--- src/rtl/cur_block_fetch.sv ---
// cur_block_fetch: streams a frame from SRAM into the current-block buffer, one 8x8 block at a time
module cur_block_fetch #(
    parameter int FRAME_W = 64,
    parameter int FRAME_H = 64,
    parameter int ADDR_W  = 10
) (
    input  logic              clk,
    input  logic              rst_n,
    input  logic              start,
    input  logic              consumer_ready,
    output logic [ADDR_W-1:0] mem_addr,
    output logic              mem_rd,
    input  logic [31:0]       mem_rdata,
    output logic [31:0]       cur_data,
    output logic              read_en,
    output logic              next_block,
    output logic [7:0]        block_x,
    output logic [7:0]        block_y,
    output logic              busy,
    output logic              done
);
    localparam logic [7:0]        BX_MAX    = 8'(FRAME_W / 8 - 1);
    localparam logic [7:0]        BY_MAX    = 8'(FRAME_H / 8 - 1);
    localparam logic [ADDR_W-1:0] ONE       = ADDR_W'(1);
    localparam logic [ADDR_W-1:0] ROW_STEP  = ADDR_W'(FRAME_W / 4 - 1);
    localparam logic [ADDR_W-1:0] BAND_STEP = ADDR_W'(2 * FRAME_W);

    typedef enum logic [2:0] {S_IDLE, S_WAIT, S_FETCH, S_DRAIN, S_SWAP} state_t;

    state_t            r_state;
    state_t            w_next;
    logic [3:0]        r_cnt;
    logic [7:0]        r_bx;
    logic [7:0]        r_by;
    logic [ADDR_W-1:0] r_band;
    logic [ADDR_W-1:0] r_addr;
    logic              r_rd_d1;
    logic              r_read_en;
    logic [31:0]       r_cur_data;
    logic              w_last;

    assign w_last     = (r_bx == BX_MAX) && (r_by == BY_MAX);
    assign mem_addr   = r_addr;
    assign cur_data   = r_cur_data;
    assign read_en    = r_read_en;
    assign block_x    = r_bx;
    assign block_y    = r_by;

    // State register
    always_ff @(posedge clk or negedge rst_n) begin
        if (!rst_n) r_state <= S_IDLE;
        else        r_state <= w_next;
    end

    // Next state and state-decoded strobes
    always_comb begin
        w_next     = r_state;
        mem_rd     = 1'b0;
        next_block = 1'b0;
        done       = 1'b0;
        busy       = r_state != S_IDLE;
        case (r_state)
            S_IDLE:  w_next = start ? S_WAIT : S_IDLE;
            S_WAIT:  w_next = consumer_ready ? S_FETCH : S_WAIT;
            S_FETCH: begin
                mem_rd = 1'b1;
                w_next = (r_cnt == 4'd15) ? S_DRAIN : S_FETCH;
            end
            S_DRAIN: w_next = r_cnt[0] ? S_SWAP : S_DRAIN;
            S_SWAP: begin
                next_block = 1'b1;
                done       = w_last;
                w_next     = w_last ? S_IDLE : S_WAIT;
            end
            default: w_next = S_IDLE;
        endcase
    end

    // Word/drain counter, block position and incremental address generation
    always_ff @(posedge clk or negedge rst_n) begin
        if (!rst_n) begin
            r_cnt  <= 4'd0;
            r_bx   <= 8'd0;
            r_by   <= 8'd0;
            r_band <= '0;
            r_addr <= '0;
        end else begin
            r_cnt <= (w_next != r_state) ? 4'd0 : r_cnt + 4'd1;
            if (r_state == S_IDLE && start) begin
                r_bx   <= 8'd0;
                r_by   <= 8'd0;
                r_band <= '0;
            end
            if (r_state == S_SWAP && !w_last) begin
                if (r_bx == BX_MAX) begin
                    r_bx   <= 8'd0;
                    r_by   <= r_by + 8'd1;
                    r_band <= r_band + BAND_STEP;
                end else begin
                    r_bx <= r_bx + 8'd1;
                end
            end
            if (r_state == S_WAIT)
                r_addr <= r_band + ADDR_W'({r_bx, 1'b0});
            else if (r_state == S_FETCH)
                r_addr <= r_cnt[0] ? r_addr + ROW_STEP : r_addr + ONE;
        end
    end

    // Read pipeline: strobe follows mem_rd by two cycles, data captured one cycle after the read
    always_ff @(posedge clk or negedge rst_n) begin
        if (!rst_n) begin
            r_rd_d1    <= 1'b0;
            r_read_en  <= 1'b0;
            r_cur_data <= 32'd0;
        end else begin
            r_rd_d1   <= mem_rd;
            r_read_en <= r_rd_d1;
            if (r_rd_d1) r_cur_data <= mem_rdata;
        end
    end
endmodule
--- config.mk ---
export PLATFORM = sky130hd
export DESIGN_NAME = cur_block_fetch
export DESIGN_NICKNAME = d
export VERILOG_FILES = /design/src/rtl/cur_block_fetch.sv
export SDC_FILE = /design/constraint.sdc
export NUM_CORES = 1
export LEC_CHECK = 0
export BUFFER_PORTS_ARGS = -buffer_cell sky130_fd_sc_hd__buf_2
export CORE_MARGIN = 2
export CORE_UTILIZATION = 45
export CTS_CLUSTER_SIZE = 25
export DETAILED_ROUTE_END_ITERATION = 8
export PLACE_DENSITY = 0.7
export SLEW_MARGIN = 20
export SYNTH_ARGS = -nofsm -noshare
export SYNTH_HDL_FRONTEND = slang
export SYNTH_SLANG_ARGS = --single-unit
--- constraint.sdc ---
create_clock -name clk -period 6 [get_ports clk]
set_clock_uncertainty 0.05 [all_clocks]
set_input_delay 0.9 -clock clk [delete_from_list [all_inputs] [get_ports clk]]
set_output_delay 0.9 -clock clk [all_outputs]
set_load 0.01 [all_outputs]
==> out/results.txt, run 1 <==
# rows -> 33
CP required -> 5.05 ns
chip width -> 94.8 um
vias in the first global route -> 2535
clock latency on the worst-skew pair -> 0.34 ns
crit path capture type -> output pin
core area -> 8090 um2
Net Sw Power -> 774 uW
P_int -> 1290 uW
Post-Route Utilization -> 0.556
drt pass-1 iters -> 4
Die Y -> 94.8 um
Final Hold Fails -> 0
leading area contributor after synthesis -> dfrtp_1
Post-DP HPWL -> 5790 um
clock tree from TritonCTS -> built
H-tree Lvls -> 3
Period minus WS final -> 3.10 ns
Final Setup Violations -> 0
largest net degree at the start of global routing -> 78
Critical Path AT -> 2.15 ns
Post-Route WL -> 7910 um
Slew @ Worst Pin -> 1.10 ns
Lkg Pwr -> 0.00224 uW
Syn Inst Count -> 324
top post-synthesis cells by area -> dfrtp_1, mux2_2, ha_1, xor2_1, nand3_1
worst hold path class -> reg -> reg
filler instances -> 729
crit start category -> flop
register area share after synthesis -> 0.520
Via density -> 5.24
Avg Inst Size Synth -> 11.4 um2
Antenna diodes -> 0
period utilization -> 0.516
CTS Hold Bufs -> 0
yosys warns -> 0
Combinational Power Share -> 0.384
GRT Util Overall -> 0.183
RSZ-0062 raised after global routing -> no
remaining global-route overflow -> 0
nets -> 477
top_reg_cell synth -> dfrtp_1
first-pass GRT wire length -> 12800 um
count leader, synth -> dfrtp_1
Slew Limit Fails -> 0
max cap viols -> 0
Post-route DRC -> 0
Synth top area share -> 0.520
CTS Root Cell -> clkbuf_8
ANT nets after route -> 0
Fmax achieved -> 323 MHz
Starting Density -> 0.458
Layout area overhead -> 21.4%
DRT iter0 DRCs -> 128
cts repair resizes -> 0
area of the multi-input gates -> 1710 um2
Netlist Area Pre-Place -> 3710 um2
I/O Buffers -> 98
Setup Fix Bufs, Post-CTS -> 0
WS Path Type -> reg -> out
I/O pin cnt -> 99
number of CTS-inserted buffers -> 9
PD cells -> 458 nW/um2
syn nets -> 377
slew margin rel. -> 0.261
Post-synth EDFFs -> 0
sequential cell area -> 1930 um2
CTS sink count -> 77
Clock power frac -> 0.199
worst vdd ir -> 0.190 mV
number of synthesized register bits -> 77
sw frac -> 0.375
CTS clock-pin slew for the worst setup and hold paths -> 0.09 ns
Max clock buf depth -> 2
vias -> 2796
die area -> 8980 um2
initial antenna violation count -> 0
Hold Worst Slack -> 0.447 ns
status -> finished, final reports clean
sequential group share of total power -> 0.417
CP max FO -> 10
RD Place Congestion -> 0.852
share of cells above drive strength 1 -> 0.357
commonest cells in the netlist -> dfrtp_1, mux2_2, nand2_1
Setup TNS -> 0 ns
Netlist cell types -> 47
asr flop ratio synth -> 1.00
drt wl/cell -> 14.8 um
-- metal layers --
layer | track usage | wire (um) | up-vias
met5 | 0 | 0 | -
met1 | 0.260 | 3750 | 1336
met2 | 0.281 | 3600 | 83
met3 | 0.0399 | 486 | 9
li1 | - | - | 1368
met4 | 0.0543 | 83 | 0
-- final timing paths --
check                                to  slack (ns)        from  depth (start not counted)
min reg2reg                 mem_addr[0]        0.45   r_band[0]                          2
min                         mem_addr[0]        0.45   r_band[0]                          2
min in group asynchronous  cur_data[10]        0.64       rst_n                          1
max                                done        2.90  r_state[1]                          4
max reg2reg                  block_y[3]        3.75  r_state[1]                          5
max in group asynchronous       r_rd_d1        4.62       rst_n                          1
-- placed cells by master (no fill, tap or decap), types with 9 or more instances in the layout --
cell,count
a21oi_1,16
buf_2,97
clkbuf_8,10
dfrtp_1,76
ha_1,15
inv_1,9
mux2_2,32
nand2_1,22
nand3_1,19
nor2_1,17
o21ai_0,10
xor2_1,12
-- metrics by stage --
stage	worst slack, ns	total power (uW)	std cells	area (um2)
CTS	2.88	2090	534	4500
detailed placement	3.27	1670	518	4290
global placement	3.31	1640	518	4290
finish	2.90	2060	534	4500
floorplan	3.49	1380	324	3710
global route	2.79	2220	534	4500
-- final cells by class --
class | instances | share of cell area
repair buffers | 98 | 0.110
multi-input cells | 229 | 0.379
clock inverters | 6 | 0.0156
inverters | 9 | 0.00751
well taps | 105 | 0.0292
flip-flops and latches | 77 | 0.428
clock buffers | 10 | 0.0306
-- kinds of logic (layout without fill, tap and decap cells) --
kind of cell,count (synthesis),in the layout,share of synthesized area
flip-flops,77,77,0.520
XOR/XNOR,19,19,0.0449
buffers and inverters,18,123,0.0202
AND/OR/NAND/NOR,97,97,0.136
adder cells (fa/ha/maj),17,17,0.0614
AO/OA/AOI/OAI,56,56,0.0992
multiplexers,40,40,0.119
-- power by group through the flow --
stage	Clock, uW	Sequential, uW	Combinational (uW)
final	410	860	793
after global routing	446	890	886
after CTS	422	861	804
after detailed placement	0	872	801
after global placement	0	858	785
after floorplan	0	888	492
-- state kept, by name, indices dropped and copies added, names as in the netlist --
name	count
block_x	8
block_y	8
cur_data	32
mem_addr	10
r_band	10
r_cnt	4
r_rd_d1	1
r_state	3
read_en	1
-- worst max-delay path: stages (launching register included) --
cell     delay [ns]
dfrtp_1        0.49
or3b_4         0.48
nor4b_4        0.49
and2_2         0.23
buf_2          0.12
(Power assumes the default switching activity.)
==> run 2, diff against run 1 <==
- clock period: 6 -> 3.2 ns (I/O delays scaled with it)
==> run 2 against run 1 <==
Sequential share of layout area is 0.22 points higher. Flip-flop and latch count stayed put. Global-route usage is 0.40 points higher. Register-to-register slack worse by 2.8 ns. Clock power rose by 54%. Wire length is 0.88% higher. Sequential power is 80% higher. Cell count rose by 0.37%. Clock-buffer cell count did not move. Setup slack lost 2.4 ns. Power increased by 81%. Core utilization down 0.32 points.
==> out/results.txt, run 2 (synthesis gave the netlist of run 1 again) <==
Starting Density -> 0.458 (unchanged)
clock latency on the worst-skew pair -> 0.34 ns (about the same)
number of CTS-inserted buffers -> 9 (unchanged)
setup ws final -> 0.488 ns (was 2.90 ns)
CTS clock-pin slew for the worst setup and hold paths -> 0.08 ns (was 0.09 ns)
crit start category -> flop (unchanged)
status -> finished, final reports clean (unchanged)
Post-Route WL -> 7980 um (was 7910 um)
vias -> 2864 (was 2796)
slew margin rel. -> 0.360 (was 0.261)
CTS Hold Bufs -> 0 (unchanged)
CP max stage cell -> nor4b_4 (was dfrtp_1)
I/O Buffers -> 98 (unchanged)
Max clock buf depth -> 2 (unchanged)
CTS Root Cell -> clkbuf_8 (unchanged)
setup slack after placement -> 0.888 ns (was 3.27 ns)
Die Y -> 94.8 um (unchanged)
Lkg Pwr -> 0.00225 uW (was 0.00224 uW)
I/O pin cnt -> 99 (unchanged)
worst hold path class -> in -> async (was reg -> reg)
drt wl/cell -> 14.9 um (was 14.8 um)
Fmax achieved -> 369 MHz
commonest cells after routing, fill and taps aside -> buf_2, dfrtp_1, mux2_2 (unchanged)
clock tree from TritonCTS -> built (unchanged)
vias in the first global route -> 2779 (was 2535)
RD Place Congestion -> 0.897 (was 0.852)
ANT nets after route -> 0 (unchanged)
share of cells above drive strength 1 -> 0.355 (was 0.357)
sequential cell area -> 1930 um2 (about the same)
RSZ-0062 raised after global routing -> no (unchanged)
Final Hold Fails -> 0 (unchanged)
max reg flops -> 32 (unchanged)
CP max FO -> 10 (unchanged)
r2r endpoint -> block_y[3] (unchanged)
max cap viols -> 0 (unchanged)
H-tree Lvls -> 3 (unchanged)
FF-to-FF path depth -> 5 (unchanged)
die area -> 8980 um2 (unchanged)
cts repair resizes -> 0 (unchanged)
Slew Limit Fails -> 0 (unchanged)
nets -> 479 (was 477)
remaining global-route overflow -> 0 (unchanged)
setup slack, reg-to-reg -> 0.94 ns (was 3.75 ns)
GRT Util Overall -> 0.187 (was 0.183)
drt pass-1 iters -> 4 (unchanged)
Setup Fix Bufs, Post-CTS -> 0 (unchanged)
Post-DP HPWL -> 5680 um (was 5790 um)
core area -> 8090 um2 (unchanged)
crit path from -> r_state[1] (unchanged)
slowest cell delay on critical path -> 0.52 ns (was 0.49 ns)
DRT iter0 DRCs -> 119 (was 128)
RR Startpoint -> r_state[1] (unchanged)
# rows -> 33 (unchanged)
filler instances -> 725 (was 729)
CTS sink count -> 77 (unchanged)
worst vdd ir -> 0.276 mV (was 0.190 mV)
area of the multi-input gates -> 1710 um2 (unchanged)
crit path capture type -> output pin (unchanged)
first-pass GRT wire length -> 12900 um (was 12800 um)
Antenna diodes -> 0 (unchanged)
period utilization -> 0.848
largest net degree at the start of global routing -> 78 (unchanged)
Final Setup Violations -> 0 (unchanged)
Slew @ Worst Pin -> 0.961 ns (was 1.10 ns)
Setup TNS -> 0 ns (unchanged)
Period minus WS final -> 2.71 ns
PD cells -> 837 nW/um2 (was 458 nW/um2)
commonest non-fill, non-tap cell in the layout -> buf_2 (unchanged)
CP required -> 2.67 ns (was 5.05 ns)
critical-path cell list -> or3b_4 > nor4b_4 > and2_2 > buf_2 (unchanged)
Critical Path AT -> 2.18 ns (was 2.15 ns)
Tot Pwr -> 3740 uW (was 2060 uW)
initial antenna violation count -> 0 (unchanged)
Via density -> 5.34 (was 5.24)
Layout area overhead -> 20.6% (was 21.4%)
Post-route DRC -> 0 (unchanged)
CP Capture Point -> done (unchanged)
WS Path Type -> reg -> out (unchanged)
chip width -> 94.8 um (unchanged)
run 2: cell count changes in the layout (fill, tap and decap cells not counted), moves of 2 or more:
cell	delta
clkinvlp_4	-2
clkinv_4	+2
clkinv_2	+3
inv_6	-2
buf_4	+2
run 2: critical path: cells and delay by family, from the launching register on:
kind / cells / cell delay (ns)
buffers and inverters: 1 / 0.12
and+or+nand+nor: 3 / 1.23
DFF: 1 / 0.49
run 2: power breakdown:
group	switching (uW)	total [uW]	internal [uW]
registers	246	1550	1300
clock network	352	632	280
logic	824	1560	739
run 2: how the worst min path moves through the flow:
stage | startpoint | slack (ns) | end
2_1_floorplan | rst_n | 0.13 | block_x[0]
3_5_place_dp | r_band[4] | 0.43 | r_band[4]
4_1_cts | rst_n | 0.26 | cur_data[10]
3_3_place_gp | r_band[0] | 0.42 | mem_addr[0]
5_1_grt | mem_rdata[9] | 0.29 | cur_data[9]
6_report | rst_n | 0.22 | cur_data[10]
run 2: metrics by stage:
| stage | area [um2] | instances | hold slack [ns] | utilization |
|---|---|---|---|---|
| 6_report | 4470 | 536 | 0.217 | 0.553 |
| 5_1_grt | 4470 | 536 | 0.291 | 0.553 |
| 4_1_cts | 4470 | 536 | 0.259 | 0.553 |
| 3_5_place_dp | 4310 | 520 | 0.426 | 0.532 |
| 3_3_place_gp | 4310 | 520 | 0.420 | 0.532 |
| 2_1_floorplan | 3710 | 324 | 0.134 | - |
run 2: layout make-up:
cell class	count	share of cell area
inverters	9	0.00755
multi-input cells	229	0.381
clock buffers	10	0.0285
clock inverters	6	0.00895
well taps	105	0.0294
flip-flops and latches	77	0.431
repair buffers	100	0.114
run 2: routing by layer:
layer	vias up	share of wire	routed length [um]	global-route usage
met5	-	0	0	0
met4	0	0.013	107	0.0821
met3	11	0.071	567	0.0455
met2	98	0.46	3680	0.293
met1	1385	0.45	3630	0.246
li1	1370	-	-	-
==> run 3, diff against run 2 <==
- PLACE_DENSITY: 0.7 -> 0.73
- clock period: 3.2 -> 2.47 ns (I/O delays scaled with it)
==> run 3 against run 2 <==
Sequential power up 30%. Cell count is 0.56% higher. Critical path type unchanged. Clock power increased by 63%. Core utilization up 1.1 points. The flow now finishes with violations (hold timing). Register-to-register slack got worse by 0.63 ns. Global-route usage fell by 0.92 points. Setup slack got worse by 0.39 ns. Wire length decreased by 1.3%. Sequential share of layout area decreased by 0.83 points. Critical path depth is the same.
==> out/results.txt, run 3 (synthesis gave the netlist of run 1 again) <==
met2 WL -> 3580 um (was 3680 um)
CP required -> 2.05 ns (was 2.67 ns)
Via density -> 5.27 (was 5.34)
Period minus WS final -> 2.37 ns
max reg flops -> 32 (unchanged)
WS Path Type -> reg -> out (unchanged)
Final Hold Fails -> 15 (was 0)
ANT nets after route -> 0 (unchanged)
RD Place Congestion -> 0.828 (was 0.897)
Antenna diodes -> 0 (unchanged)
nets -> 483 (was 479)
Post-route DRC -> 0 (unchanged)
CTS sink count -> 77 (unchanged)
H-tree Lvls -> 3 (unchanged)
failing checks -> hold timing
CTS Hold Bufs -> 0 (unchanged)
Setup TNS -> 0 ns (unchanged)
slowest cell delay on critical path -> 0.55 ns (was 0.52 ns)
PD cells -> 1110 nW/um2 (was 837 nW/um2)
period utilization -> 0.961
vias in the first global route -> 2599 (was 2779)
Lkg Pwr -> 0.00229 uW (was 0.00225 uW)
first-pass GRT wire length -> 12400 um (was 12900 um)
Tot Pwr -> 5050 uW (was 3740 uW)
filler instances -> 713 (was 725)
remaining global-route overflow -> 0 (unchanged)
DRT iter0 DRCs -> 177 (was 119)
GRT Util Overall -> 0.177 (was 0.187)
worst vdd ir -> 0.392 mV (was 0.276 mV)
cts repair resizes -> 0 (unchanged)
crit start category -> flop (unchanged)
worst path bufs/invs -> 1 (unchanged)
drt wl/cell -> 14.6 um (was 14.9 um)
Die Y -> 94.8 um (unchanged)
Detail Route met3 WL -> 559 um (was 567 um)
clock latency on the worst-skew pair -> 0.34 ns (about the same)
length of routed wiring on met1 -> 3610 um (was 3630 um)
# rows -> 33 (unchanged)
RSZ-0062 raised after global routing -> no (unchanged)
share of cells above drive strength 1 -> 0.362 (was 0.355)
Critical Path AT -> 1.95 ns (was 2.18 ns)
max cap viols -> 0 (unchanged)
critical-path cell list -> or4_1 > nor3_1 > and2_2 > buf_2 (was or3b_4 > nor4b_4 > and2_2 > buf_2)
number of CTS-inserted buffers -> 9 (unchanged)
initial antenna violation count -> 0 (unchanged)
vias -> 2838 (was 2864)
die area -> 8980 um2 (unchanged)
drt pass-1 iters -> 4 (unchanged)
Max clock buf depth -> 2 (unchanged)
I/O pin cnt -> 99 (unchanged)
Post-Route WL -> 7880 um (was 7980 um)
Post-Route Utilization -> 0.564 (was 0.553)
worst hold path class -> in -> async (unchanged)
Final Setup Violations -> 0 (unchanged)
uppermost routed layer -> met4 (unchanged)
CP max stage cell -> or4_1 (was nor4b_4)
largest net degree at the start of global routing -> 49 (was 78)
I/O Buffers -> 98 (unchanged)
CP top delay family -> simple AND/OR/NAND/NOR gates (unchanged)
slew margin rel. -> 0.585 (was 0.360)
chip width -> 94.8 um (unchanged)
Hold Worst Slack -> -0.0166 ns (was 0.217 ns)
commonest cells after routing, fill and taps aside -> buf_2, dfrtp_1, mux2_2 (unchanged)
Starting Density -> 0.458 (unchanged)
clock tree from TritonCTS -> built (unchanged)
commonest non-fill, non-tap cell in the layout -> buf_2 (unchanged)
Fmax achieved -> 421 MHz
crit path capture type -> output pin (unchanged)
Layout area overhead -> 23.0% (was 20.6%)
status -> finished, violations left (was finished, final reports clean)
CTS clock-pin slew for the worst setup and hold paths -> 0.08 ns (about the same)
Slew Limit Fails -> 0 (unchanged)
core area -> 8090 um2 (unchanged)
Slew @ Worst Pin -> 0.621 ns (was 0.961 ns)
Post-DP HPWL -> 5720 um (was 5680 um)
CP max FO -> 7 (was 10)
CTS Root Cell -> clkbuf_8 (unchanged)
run 3: cell types whose count changed in the layout (fill, tap and decap cells not counted):
cell        delta
clkinvlp_4     +1
clkinv_4       -1
clkinv_2       -2
buf_12         +1
buf_4          +3
clkbuf_1       -1
bufinv_16      +2
run 3: layout make-up:
class / instances / area (um2) / area share
inverter: 9 / 33.8 / 0.00741
multi-input combinational: 229 / 1710 / 0.374
timing repair buffer: 104 / 551 / 0.121
clock inverter: 6 / 88.8 / 0.0195
sequential: 77 / 1930 / 0.422
tap: 105 / 131 / 0.0288
clock buffer: 9 / 124 / 0.0272
run 3: what timing repair did:
item | CTS | global route
pin swaps | 1 | 1
endpoints found under the setup margin | 1 | 1
buffers inserted | 0 | 2
run 3: final timing paths:
kind                              startpoint      endpoint  slack, ns  depth (start not counted)
worst min-delay path                   rst_n  cur_data[16]      -0.02                          1
max in group asynchronous              rst_n  cur_data[13]       1.81                          2
min in group clk                mem_rdata[4]   cur_data[4]       0.20                          2
worst max-delay path              block_y[4]          done        0.1                          4
worst max register to register    r_state[1]    block_y[7]       0.31                          6
worst min register to register     r_band[0]   mem_addr[0]       0.43                          2
run 3: metrics by stage:
step	area, um2	hold WS (ns)	cells	setup WS [ns]
3_3_place_gp	4330	0.375	522	0.408
3_5_place_dp	4330	0.380	522	0.345
5_1_grt	4560	0.0238	539	0.00243
4_1_cts	4550	0.00169	537	0.00783
2_1_floorplan	3710	0.0249	324	0.422
6_report	4560	-0.0166	539	0.0952
run 3: layer usage:
layer,global-route usage,vias up
li1,-,1379
met1,0.235,1343
met2,0.283,105
met3,0.0495,11
met4,0.0543,0
met5,0,-
run 3: report_power, final:
group          switching (uW)  total, uW  internal (uW)
Combinational            1060       2010            957
Clock                     466       1030            563
Sequential                323       2010           1690
run 3: worst reg2reg max path: stages, from the launching register on:
cell,delay [ns]
dfrtp_1,0.49
or3b_4,0.48
nor4b_4,0.34
buf_4,0.17
nand2_2,0.08
nor3_1,0.24
mux2i_1,0.22
